**config.mk**
```make
export PLATFORM = sky130hd
export DESIGN_NAME = dvv_res_arb
export DESIGN_NICKNAME = d
export VERILOG_FILES = /design/src/rtl/dvv_res_hw_pkg.sv /design/src/rtl/dvv_rr_arb.sv /design/src/rtl/dvv_res_arb.sv
export SDC_FILE = /design/constraint.sdc
export NUM_CORES = 1
export LEC_CHECK = 0
export ABC_AREA = 1
export CAP_MARGIN = 30
export CORE_MARGIN = 1.5
export CORE_UTILIZATION = 25
export CTS_CLUSTER_SIZE = 28
export DETAILED_ROUTE_END_ITERATION = 10
export PLACE_DENSITY = 0.48
export RECOVER_POWER = 100
export REMOVE_ABC_BUFFERS = 1
export SLEW_MARGIN = 40
export SYNTH_ARGS = -nofsm -noshare
export SYNTH_HDL_FRONTEND = slang
export SYNTH_SLANG_ARGS = --single-unit
```
**constraint.sdc**
```tcl
create_clock -name clk -period 4.4 [get_ports clk]
set_input_delay 1.1 -clock clk [delete_from_list [all_inputs] [get_ports clk]]
set_output_delay 1.1 -clock clk [all_outputs]
set_load 0.01 [all_outputs]
```
**src/rtl/dvv_res_hw_pkg.sv**
```systemverilog
// Shared types for the resource-table arbiter: operation codes and controller states.
package dvv_res_hw_pkg;

    typedef enum logic [1:0] {
        OP_GET = 2'b00,
        OP_SET = 2'b01,
        OP_DEL = 2'b10
    } op_e;

    typedef enum logic [1:0] {
        ST_IDLE   = 2'b00,
        ST_SEARCH = 2'b01,
        ST_RESP   = 2'b10
    } state_e;

    // The reserved encoding 2'b11 behaves exactly like a GET.
    function automatic op_e decode_op(input logic [1:0] raw);
        case (raw)
            2'b01:   return OP_SET;
            2'b10:   return OP_DEL;
            default: return OP_GET;
        endcase
    endfunction

endpackage

```
**src/rtl/dvv_rr_arb.sv**
```systemverilog
// Round-robin arbiter: priority starts just after the last granted requester.
module dvv_rr_arb #(
    parameter int N = 4
) (
    input  logic [N-1:0]         req,
    input  logic [$clog2(N)-1:0] last,
    output logic [N-1:0]         grant,
    output logic [$clog2(N)-1:0] grant_idx,
    output logic                 grant_any
);

    localparam int IW = $clog2(N);

    // Scan requesters from last+1 around the ring and pick the first one asking.
    always_comb begin
        grant     = '0;
        grant_idx = '0;
        grant_any = 1'b0;
        for (int off = 1; off <= N; off++) begin
            if (!grant_any && req[(int'(last) + off) % N]) begin
                grant_any                      = 1'b1;
                grant_idx                      = IW'((int'(last) + off) % N);
                grant[(int'(last) + off) % N]  = 1'b1;
            end
        end
    end

endmodule

```
**src/rtl/dvv_res_arb.sv**
```systemverilog
// Shared key/value resource table with round-robin access from several requesters.
// One transaction at a time: accept, linear search of the table, one-cycle response.
module dvv_res_arb
    import dvv_res_hw_pkg::*;
#(
    parameter int N_REQ  = 4,
    parameter int DEPTH  = 8,
    parameter int KEY_W  = 8,
    parameter int DATA_W = 32
) (
    input  logic                       clk,
    input  logic                       rst,
    input  logic [N_REQ-1:0]           req_valid,
    output logic [N_REQ-1:0]           req_ready,
    input  logic [2*N_REQ-1:0]         req_op,
    input  logic [KEY_W*N_REQ-1:0]     req_key,
    input  logic [DATA_W*N_REQ-1:0]    req_data,
    output logic                       rsp_valid,
    output logic [$clog2(N_REQ)-1:0]   rsp_id,
    output logic                       rsp_hit,
    output logic [DATA_W-1:0]          rsp_data,
    output logic [$clog2(DEPTH):0]     used,
    output logic                       full
);

    localparam int IW = $clog2(N_REQ);
    localparam int AW = $clog2(DEPTH);
    localparam int UW = AW + 1;

    state_e              state;
    state_e              next_state;

    logic [IW-1:0]       last_grant;
    logic [IW-1:0]       cur_id;
    op_e                 cur_op;
    logic [KEY_W-1:0]    cur_key;
    logic [DATA_W-1:0]   cur_data;

    logic [AW-1:0]       scan_idx;
    logic                match_found;
    logic [AW-1:0]       match_idx;
    logic                free_found;
    logic [AW-1:0]       free_idx;

    logic [DEPTH-1:0]    ent_valid;
    logic [KEY_W-1:0]    ent_key [DEPTH];
    logic [DATA_W-1:0]   ent_val [DEPTH];
    logic [UW-1:0]       used_cnt;

    logic [N_REQ-1:0]    arb_grant;
    logic [IW-1:0]       arb_idx;
    logic                arb_any;

    logic                accept;
    logic                scan_hit;
    logic                scan_last;

    dvv_rr_arb #(
        .N (N_REQ)
    ) u_rr_arb (
        .req       (req_valid),
        .last      (last_grant),
        .grant     (arb_grant),
        .grant_idx (arb_idx),
        .grant_any (arb_any)
    );

    assign accept    = (state == ST_IDLE) && arb_any;
    assign scan_hit  = ent_valid[scan_idx] && (ent_key[scan_idx] == cur_key);
    assign scan_last = (scan_idx == AW'(DEPTH - 1));
    assign used      = used_cnt;
    assign full      = (used_cnt == UW'(DEPTH));

    // State register.
    always_ff @(posedge clk or posedge rst) begin
        if (rst) begin
            state <= ST_IDLE;
        end else begin
            state <= next_state;
        end
    end

    // Next state: grant in IDLE, stop searching on match or after the last entry.
    always_comb begin
        next_state = state;
        case (state)
            ST_IDLE:   if (arb_any) next_state = ST_SEARCH;
            ST_SEARCH: if (scan_hit || scan_last) next_state = ST_RESP;
            ST_RESP:   next_state = ST_IDLE;
            default:   next_state = ST_IDLE;
        endcase
    end

    // Outputs: accept strobe in IDLE, response fields only during RESP.
    always_comb begin
        req_ready = '0;
        rsp_valid = 1'b0;
        rsp_id    = '0;
        rsp_hit   = 1'b0;
        rsp_data  = '0;
        if (state == ST_IDLE && !rst) begin
            req_ready = arb_grant;
        end
        if (state == ST_RESP) begin
            rsp_valid = 1'b1;
            rsp_id    = cur_id;
            if (cur_op == OP_SET) begin
                rsp_hit = match_found || free_found;
            end else begin
                rsp_hit = match_found;
            end
            if (cur_op == OP_GET && match_found) begin
                rsp_data = ent_val[match_idx];
            end
        end
    end

    // Transaction capture at accept and search bookkeeping (match and first free slot).
    always_ff @(posedge clk or posedge rst) begin
        if (rst) begin
            last_grant  <= IW'(N_REQ - 1);
            cur_id      <= '0;
            cur_op      <= OP_GET;
            cur_key     <= '0;
            cur_data    <= '0;
            scan_idx    <= '0;
            match_found <= 1'b0;
            match_idx   <= '0;
            free_found  <= 1'b0;
            free_idx    <= '0;
        end else if (accept) begin
            last_grant  <= arb_idx;
            cur_id      <= arb_idx;
            cur_op      <= decode_op(req_op[2*arb_idx +: 2]);
            cur_key     <= req_key[KEY_W*arb_idx +: KEY_W];
            cur_data    <= req_data[DATA_W*arb_idx +: DATA_W];
            scan_idx    <= '0;
            match_found <= 1'b0;
            free_found  <= 1'b0;
        end else if (state == ST_SEARCH) begin
            if (scan_hit) begin
                match_found <= 1'b1;
                match_idx   <= scan_idx;
            end else if (!ent_valid[scan_idx] && !free_found) begin
                free_found <= 1'b1;
                free_idx   <= scan_idx;
            end
            scan_idx <= scan_idx + 1'b1;
        end
    end

    // Valid bits and occupancy count change only at the end of RESP, with guarded counting.
    always_ff @(posedge clk or posedge rst) begin
        if (rst) begin
            ent_valid <= '0;
            used_cnt  <= '0;
        end else if (state == ST_RESP) begin
            if (cur_op == OP_SET && !match_found && free_found && used_cnt != UW'(DEPTH)) begin
                ent_valid[free_idx] <= 1'b1;
                used_cnt            <= used_cnt + 1'b1;
            end else if (cur_op == OP_DEL && match_found && used_cnt != '0) begin
                ent_valid[match_idx] <= 1'b0;
                used_cnt             <= used_cnt - 1'b1;
            end
        end
    end

    // Key/value storage; contents of invalid entries are don't-care so no reset is needed.
    always_ff @(posedge clk) begin
        if (state == ST_RESP && cur_op == OP_SET) begin
            if (match_found) begin
                ent_val[match_idx] <= cur_data;
            end else if (free_found) begin
                ent_key[free_idx] <= cur_key;
                ent_val[free_idx] <= cur_data;
            end
        end
    end

endmodule

```
=== Yosys cells after proc, flatten, opt, wreduce, memory -nomap -nowiden ===
Memory sizes are Yosys's and may differ from the RTL's.
Index checks and enable logic that the tools add are counted.

* Register bits after elaboration: 71
* RAM bits: 320
* Output and inout port bits: 45
* Word-level logic and storage cells: 182
* Memories kept: 2

{| class="wikitable"
|+ Memories
! memory !! words !! bits a word !! read ports !! clocked after memory_dff !! wr ports !! line !! RTL
|-
| ent_val || 8 || 32 || 1 || 0 || 1 || dvv_res_arb.sv:47 || <nowiki>logic [DATA_W-1:0] ent_val [DEPTH];</nowiki>
|-
| ent_key || 8 || 8 || 1 || 0 || 1 || dvv_res_arb.sv:46 || <nowiki>logic [KEY_W-1:0] ent_key [DEPTH];</nowiki>
|}

* Add/subtract/negate cells: 7
* $lt $le $gt $ge: 13
* Equal/unequal tests: 13
* Shift operators: 3
* Muxes and demuxes: 72
* Bitwise logic cells: 12
* Reductions and logical operators: 47

{| class="wikitable"
|+ Operator list
! kind !! number
|-
| indexed part select 128 x 8 -> 32 bit || 1
|-
| 2-to-1 mux 32 bit || 3
|-
| 2-to-1 mux 1 bit || 37
|-
| OR reduction 32 bit || 1
|-
| indexed part select 32 x 6 -> 8 bit || 1
|-
| < comparator 3 x 4 -> 1 bit, second input constant || 7
|-
| 2-to-1 mux 4 bit || 7
|-
| logical AND 1 bit || 20
|-
| >= comparator 3 x 1 -> 1 bit, second input constant || 6
|-
| 2-to-1 mux 8 bit || 2
|-
| 2-to-1 mux 2 bit || 7
|-
| bitwise OR 4 bit || 3
|-
| 2-to-1 mux 3 bit || 3
|-
| bitwise AND 8 bit || 1
|-
| binary-select mux 1 bit (select 2 bit) || 4
|-
| demux 1 bit (select 2 bit) || 4
|-
| equality test 8 bit || 1
|-
| NOT 8 bit || 1
|-
| bitwise OR 8 bit || 1
|-
| one-hot mux 2 bit (2 select lines) || 2
|-
| nonzero test 2 bit || 4
|-
| OR reduction 2 bit || 4
|-
| indexed part select 8 x 4 -> 2 bit || 1
|-
| zero test 1 bit || 7
|-
| other kinds (21) || 39
|}

=== Longest topological paths before layout ===
Gate-level depths: netlist of the first run.

* Depth after elaboration: 19
* Depth in mapped cells: 19
* Gate-level depth less buffers: 16

=== Hierarchy ===
Synthesis of the first run repeated with hierarchy kept, for this count alone.

* Cell total of the unflattened synthesis: 1518
* Area, all modules: 16811.1 sq um

{| class="wikitable"
|+ Modules (own cells, without submodules)
! module !! instances !! cells an instance !! area an instance (sq um) !! sequential area each (sq um)
|-
| dvv_res_arb || 1 || 1444 || 16353.2 || 11388.4
|-
| dvv_rr_arb || 1 || 74 || 457.9 || 0.0
|}

=== Worst setup path after synthesis of the first run ===
Ideal clock, no wire load.

* Kind: reg-to-reg
* From: register cur_op[1]
* To: memory ent_val[1][0] (enable)
* Setup time: 0.421 ns
* Arrival time: 2.811 ns
* Path slack: 1.168 ns
* Stages on the path, launching flop included: 10
* Buffers on the path: 1
* Cells stage by stage: dfrtp_1 -> nor2_1 -> nand3_1 -> nor2_1 -> inv_1 -> clkbuf_1 -> nor2_1 -> a21oi_1 -> or2_2 -> nor2_1

* Longest elaborated chain between the ends: 6
* Elaborated cells between the ends (all ways): 9

{| class="wikitable"
|+ RTL lines
! element !! line !! RTL
|-
| start: declaration || dvv_res_arb.sv:35 || <nowiki>op_e cur_op;</nowiki>
|-
| start signal: assignment || dvv_res_arb.sv:134 || <nowiki>cur_op <= decode_op(req_op[2*arb_idx +: 2]);</nowiki>
|-
| equality test 2 x 1 -> 1 bit (*) || dvv_res_arb.sv:170 || <nowiki>if (state == ST_RESP && cur_op == OP_SET) begin</nowiki>
|-
| logical AND 1 bit (*) || dvv_res_arb.sv:170 ||
|-
| 2-to-1 mux 1 bit || dvv_res_arb.sv:170 ||
|-
| 2-to-1 mux 1 bit (not written as such) || dvv_res_arb.sv:175 || <nowiki>ent_val[free_idx] <= cur_data;</nowiki>
|-
| OR reduction 32 bit (no line) || - ||
|-
| 2-to-1 mux 3 bit (no line) or 2-to-1 mux 1 bit (tied branches) || - ||
|-
| end: declaration || dvv_res_arb.sv:47 ||
|}

Mark *: on every way between the ends. The rest lies on a longest branch, timed or not.

=== Worst setup path in the final report of the first run ===
* From: input port req_valid[0]
* To: output port req_ready[1]

* Longest elaborated chain between the ends: 14
* Elaborated cells between the ends (all ways): 29

{| class="wikitable"
|+ RTL lines
! element !! line !! RTL
|-
| start: declaration || dvv_res_arb.sv:13 || <nowiki>input logic [N_REQ-1:0] req_valid,</nowiki>
|-
| binary-select mux 1 bit (select 2 bit) || dvv_rr_arb.sv:20 || <nowiki>if (!grant_any && req[(int'(last) + off) % N]) begin</nowiki>
|-
| 2-to-1 mux 1 bit (not written as such) (2 in a row) || dvv_rr_arb.sv:20 ||
|-
| 2-to-1 mux 1 bit || dvv_rr_arb.sv:20 ||
|-
| zero test 1 bit || dvv_rr_arb.sv:20 ||
|-
| logical AND 1 bit || dvv_rr_arb.sv:20 ||
|-
| 2-to-1 mux 1 bit || dvv_rr_arb.sv:20 ||
|-
| zero test 1 bit || dvv_rr_arb.sv:20 ||
|-
| logical AND 1 bit || dvv_rr_arb.sv:20 ||
|-
| 2-to-1 mux 1 bit || dvv_rr_arb.sv:20 ||
|-
| zero test 1 bit || dvv_rr_arb.sv:20 ||
|-
| logical AND 1 bit || dvv_rr_arb.sv:20 ||
|-
| 2-to-1 mux 4 bit (*) || dvv_rr_arb.sv:20 ||
|-
| 2-to-1 mux 4 bit (*) || dvv_res_arb.sv:101 || <nowiki>if (state == ST_IDLE && !rst) begin</nowiki>
|-
| end: declaration || dvv_res_arb.sv:14 || <nowiki>output logic [N_REQ-1:0] req_ready,</nowiki>
|}

Mark *: on every way between the ends. The rest lies on a longest branch, timed or not. The select of a mux whose other input is x is not followed.

==> impl_metrics.yaml, run 1 <==
run_status:
  outcome: "finished, violations left"
  violations: "max-capacitance violations, max-slew violations"
setup_path:
  critPathLaunchType: "input port"
  required_ns: 3.30
  critical_path.endpoint_type: "output port"
  r2r_cells: 12
  critPathMaxFanout: 5
  worstReg2RegEnd: "cur_data[25]$_DFFE_PP0N_"
  crit_type: "in2out"
  cp.arrival_ns: 3.15
  worstReg2RegStart: "last_grant[0]$_DFFE_PP1N_"
  rrSetupSlack_ns: 0.39
detailed_routing:
  drt-pass1-iter-count: 5
  drtIter0Drc: 827
  drc: 0
  ant_nets: 0
  totalWireLength_mm: 51.1
  via_per_inst: 4.58
  num_vias: 12500
  wl_per_cell_um: 18.8
clock_tree:
  clockBufferDepth: 3
  cts_tree: "done"
  cts_buffers: 45
  clkTransAtPathRegs_ns: 0.06
  cts-root-buf: "clkbuf_16"
  clock_latency_ns: 0.59
  ctsHoldBuffers: 0
  clock_sinks: 391
  htree_levels: 2
flow_run:
  cap_viol_max_count: 4
synthesis:
  syn_inst: 1557
  synth_flop_cell: "edfxtp_1"
  synth-seq-cells: 391
  synth_seq_area_share_pct: 66.1
  synth_area_sq_um: 17200
  synth_cell_type_count: 49
  synth-async-reset-ratio_pct: 18.2
  yosys.area.top_type: "edfxtp_1"
  yosysWarnings: 0
  synthTopCellsByArea: "edfxtp_1, dfrtp_1, nand2_1"
  yosys-top-cells-count: "nand2_1, edfxtp_1, inv_1"
  yosysMostFrequentCell: "nand2_1"
  yosysTopAreaCellShare_pct: 55.8
  syn_avg_cell_area_sq_um: 11.1
  synth-edff-count: 320
power_and_ir_drop:
  p_sw_uw: 5930
  p_comb_share_pct: 39.1
  irDropWorstVdd_v: 0.000519
  cellLeakagePower_uw: 0.00837
  p_per_area_nw_per_um2: 671
  total_power_uw: 14800
  power_switching_share_pct: 40.0
  power_frac_clock_pct: 25.2
  power_report.internal_total_uw: 8870
  pwr-share-seq_pct: 35.8
grt:
  overflow: 0
  antenna_found_initial: 2
  grt_pass1_vias: 12600
  grt_pass1_wl_mm: 77.1
  grt_max_degree: 68
  grt_use_total_pct: 14.3
die:
  top_level_ports: 219
  rows: 96
  coreArea_sq_um: 68300
  dieHeight_um: 265
  dieArea_sq_um: 70500
  initial_utilization_pct: 25.2
  die_w_um: 265
timing:
  rsz0062_at_grt: "no"
  fin_skew_ns: 0.0284
  setup_violations: 0
  max-slew-margin-rel_pct: -39.8
  slew_viol_final: 96
  tns_ns: 0
  fmax_mhz: 235
  worst_pin_slew_ns: 2.09
  hold_violations: 0
  fin_crit_sh_pct: 96.6
  finalCriticalPeriod_ns: 4.25
placed_design:
  gp_congestion: 0.786
  port_buffers: 218
  post-dp-hpwl_mm: 32.7
  placedCellCount: 2630
hold_path:
  hold_path_depth: 2
  worstHoldPathType: "reg2reg"
  min_from: "cur_op[0]$_DFFE_PP0N_"
  hold_end: "cur_op[0]$_DFFE_PP0N_"
cells_and_area:
  drive_gt1_share_pct: 9.43
  finalNonFillerCells: 2719
  area_growth_pct: 28.1
  nets: 1987
## registers in the layout (all words and copies together) (netlist names)
register / flops
cur_data: 32
cur_id: 2
cur_key: 8
cur_op: 2
ent_key: 64
ent_val: 256
ent_valid: 8
free_found: 1
free_idx: 3
last_grant: 2
match_found: 1
match_idx: 3
scan_idx: 3
state: 2
used: 4
## worst max path at each step
| stage | start | endpoint | cells after the start |
|---|---|---|---|
| final | req_valid[0] | req_ready[1] | 11 |
| after CTS | last_grant[1]$_DFFE_PP1N_ | req_ready[2] | 11 |
| after detailed placement | req_valid[0] | req_ready[1] | 11 |
| after global routing | match_idx[0]$_DFFE_PP0P_ | rsp_data[0] | 8 |
| after global placement | req_valid[2] | req_ready[0] | 11 |
| after floorplan | req_valid[0] | cur_data[0]$_DFFE_PP0N_ | 15 |
## power groups by stage
stage | combinational [uW] | sequential [uW] | clock (uW)
2_1_floorplan | 3640 | 5180 | 0
3_5_place_dp | 5880 | 5390 | 0
6_report | 5780 | 5300 | 3720
5_1_grt | 6570 | 5380 | 3950
4_1_cts | 5930 | 5320 | 3820
3_3_place_gp | 5830 | 5360 | 0
## metrics by stage
stage | hold slack [ns] | setup slack (ns) | util [%] | instance area [sq um]
CTS | 0.492 | 0.0757 | 32.5 | 22200
detailed placement | 0.476 | 0.168 | 30.3 | 20700
global placement | 0.471 | 0.200 | 30.2 | 20700
finish | 0.495 | 0.149 | 32.3 | 22100
floorplan | 0.449 | 0.312 | - | 16800
global route | 0.525 | 0.00876 | 32.3 | 22100
## layout by cell type, fill, tap and decap left out, types with 7 or more instances in the layout
cell type / synthesis / routed
a21oi_1: 18 / 17
a221oi_1: 33 / 33
a22o_1: 14 / 14
a22oi_1: 33 / 33
a31oi_1: 8 / 8
a41oi_1: 23 / 23
buf_4: 8 / 34
clkbuf_1: 36 / 14
clkbuf_16: 0 / 45
clkbuf_2: 1 / 11
clkdlybuf4s50_1: 0 / 194
clkinv_1: 2 / 9
clkinv_2: 0 / 8
dfrtp_1: 69 / 69
dlygate4sd3_1: 0 / 24
edfxtp_1: 320 / 320
ha_1: 12 / 11
inv_1: 116 / 114
nand2_1: 438 / 440
nand2_2: 9 / 7
nand3_1: 68 / 69
nand4_1: 14 / 14
nor2_1: 88 / 85
nor3_1: 6 / 7
o211ai_1: 59 / 59
o21ai_0: 73 / 74
or2_2: 31 / 30
## logic make-up (layout without fill, tap and decap cells)
| group | Yosys count | in the layout | share of synthesized area [%] |
|---|---|---|---|
| simple gates | 671 | 671 | 16.4 |
| flops | 391 | 391 | 66.1 |
| compound gates | 279 | 279 | 11.3 |
| buf+inv | 199 | 477 | 4.96 |
| fa+ha+maj | 13 | 13 | 0.988 |
| xor+xnor | 4 | 4 | 0.203 |
| other cells | 0 | 2 | 0 |
## per-layer routing
metal	wire (um)	GRT usage [%]	vias up	part of all wire [%]
met5	0	0	-	0
met4	735	3.01	0	1.4
met3	3260	3.45	55	6.4
met2	23300	23.5	341	46
met1	23800	19.2	6048	46
li1	-	-	6009	-
## worst max-delay path: stages
cell	delay, ns
clkdlybuf4s50_1	0.51
nand2_1	0.10
nand2_1	0.12
nand2_2	0.08
nand2_4	0.12
inv_2	0.06
nand2_1	0.11
o21ai_0	0.09
o31ai_1	0.29
inv_1	0.08
clkdlybuf4s50_1	0.48
## cell type report
| cell class | instances | area [sq um] |
|---|---|---|
| diodes | 2 | 5.00 |
| fillers | 6851 | 46300 |
| inverters | 123 | 472 |
| clock buffers | 59 | 1220 |
| well taps | 882 | 1100 |
| multi-input cells | 967 | 5030 |
| clock inverters | 23 | 260 |
| repair buffers | 272 | 2580 |
| flip-flops and latches | 391 | 11400 |
## repair_timing
action                                  4_1_cts  5_1_grt
buffers inserted                              0        5
endpoints found under the setup margin        1        6
resized for setup                             1        3
No activity file was read; power rests on OpenSTA's default activity.
==> run 2: changes to the inputs <==
--- a/config.mk
+++ b/config.mk
@@ -8,10 +8,10 @@
 export ABC_AREA = 1
 export CAP_MARGIN = 30
 export CORE_MARGIN = 1.5
-export CORE_UTILIZATION = 25
+export CORE_UTILIZATION = 24
 export CTS_CLUSTER_SIZE = 28
 export DETAILED_ROUTE_END_ITERATION = 10
-export PLACE_DENSITY = 0.48
+export PLACE_DENSITY = 0.47
 export RECOVER_POWER = 100
 export REMOVE_ABC_BUFFERS = 1
 export SLEW_MARGIN = 40
==> impl_metrics.yaml, run 2 (synthesis results as in run 1) <==
run_status:
  outcome: "finished, violations left"
  violations: "max-capacitance violations, max-slew violations"
detailed_routing:
  drt-pass1-iter-count: 5
  wl_per_cell_um: 19.1
  drc: 0
  totalWireLength_mm: 53.0
  ant_nets: 0
  drtIter0Drc: 728
  num_vias: 12600
  via_per_inst: 4.53
grt:
  grt_pass1_wl_mm: 78.4
  grt_use_total_pct: 14.1
  grt_pass1_vias: 12300
  overflow: 0
  antenna_found_initial: 0
  grt_max_degree: 74
timing:
  fmax_mhz: 234
  worst_pin_slew_ns: 2.04
  fin_crit_sh_pct: 97.0
  max-slew-margin-rel_pct: -36.1
  finalCriticalPeriod_ns: 4.27
  hold_violations: 0
  fin_skew_ns: 0.0299
  slew_viol_final: 93
  setup_violations: 0
clock_tree:
  htree_levels: 2
  clkTransAtPathRegs_ns: 0.06
  clock_sinks: 391
  cts_buffers: 45
  clockBufferDepth: 3
  cts-root-buf: "clkbuf_16"
  cts_tree: "done"
  clock_latency_ns: 0.58
setup_path:
  critPathLaunchType: "input port"
  critPathMaxFanout: 5
  crit_type: "in2out"
  required_ns: 3.30
  cp.arrival_ns: 3.17
  critical_path.endpoint_type: "output port"
cells_and_area:
  largest_register_ffs: 256
  area_growth_pct: 28.0
  insertedDiodeCount: 0
  layout_commonest_cell: "nand2_1"
  final_cell_mix: "nand2_1, edfxtp_1, clkdlybuf4s50_1"
  top_register: "ent_val"
  fillers: 7269
  nets: 1979
  largest_registers: "ent_val: 256 flops, ent_key: 64 flops, cur_data: 32 flops"
  finalNonFillerCells: 2778
  fin_area_sq_um: 22000
  drive_gt1_share_pct: 8.92
flow_run:
  cap_viol_max_count: 4
placed_design:
  post_dp_cell_area_sq_um: 20800
  post-dp-hpwl_mm: 33.1
  gp_congestion: 0.840
  placedCellCount: 2690
  port_buffers: 218
die:
  coreArea_sq_um: 71200
  rows: 98
  dieHeight_um: 271
  top_level_ports: 219
  dieArea_sq_um: 73400
  die_w_um: 271
  initial_utilization_pct: 24.2
power_and_ir_drop:
  p_per_area_nw_per_um2: 668
  cellLeakagePower_uw: 0.00829
  irDropWorstVdd_v: 0.000591
hold_path:
  worstHoldPathType: "reg2reg"
[run 2: area by class of cell]
class | count | area [sq um] | share of cell area [%]
Tap cell | 950 | 1190 | 5.39
Timing Repair Buffer | 264 | 2570 | 11.7
Clock buffer | 72 | 1270 | 5.75
Sequential cell | 391 | 11400 | 51.7
Inverter | 123 | 479 | 2.17
Multi-Input combinational cell | 967 | 5050 | 22.9
Clock inverter | 11 | 100 | 0.454
[run 2: final timing paths]
check	startpoint	depth (start not counted)	slack [ns]	endpoint
setup / recovery	req_valid[2]	13	0.13	req_ready[0]
hold / removal	cur_op[0]$_DFFE_PP0N_	2	0.49	cur_op[0]$_DFFE_PP0N_
setup reg to reg	state[1]$_DFFE_PP0P_	8	0.37	ent_val[3][26]$_DFFE_PP_
hold reg to reg	cur_op[0]$_DFFE_PP0N_	2	0.49	cur_op[0]$_DFFE_PP0N_
max in group asynchronous	rst	3	1.11	cur_data[27]$_DFFE_PP0N_
min in group asynchronous	rst	2	1.01	cur_data[2]$_DFFE_PP0N_
[run 2: through the flow]
step	power (uW)	hold slack (ns)	TNS, ns	utilization (%)	setup slack [ns]
2_1_floorplan	8820	0.449	0	-	0.312
3_3_place_gp	11200	0.481	0	29.1	0.182
3_5_place_dp	11400	0.481	0	29.2	0.189
4_1_cts	15000	0.495	0	31.1	0.0487
5_1_grt	15800	0.524	-0.00578	30.9	-0.00578
6_report	14700	0.493	0	30.9	0.134
[run 2: power breakdown]
part           total (uW)  switching, uW  internal [uW]
sequential           5320            602           4710
combinational        5900           3930           1970
clock                3510           1470           2040
total               14700           6010           8720
[run 2: metal layers]
metal	share of wire [%]	global-route usage [%]	up-vias	wire [um]
li1	-	-	6006	-
met1	46	19.5	6109	24200
met2	45	22.1	400	24000
met3	7.1	3.20	71	3740
met4	2.0	3.68	0	1050
met5	0	0	-	0
[run 2: worst max-delay path: stages]
cell             delay [ns]
clkdlybuf4s50_1        0.51
inv_1                  0.05
nand2_1                0.08
nand3_2                0.11
nand2_4                0.14
inv_2                  0.07
nand2_1                0.14
o22ai_1                0.10
a31oi_1                0.16
o21ai_0                0.11
nand2_1                0.08
inv_1                  0.04
clkdlybuf4s50_1        0.46
[run 2: timing repair]
action | in CTS | in global routing
hold buffers | 0 | 0
hold endpoints to repair | 0 | 0
resized for setup | 1 | 7
pin swaps | 0 | 0
setup endpoints to repair | 2 | 9
setup buffers | 0 | 5
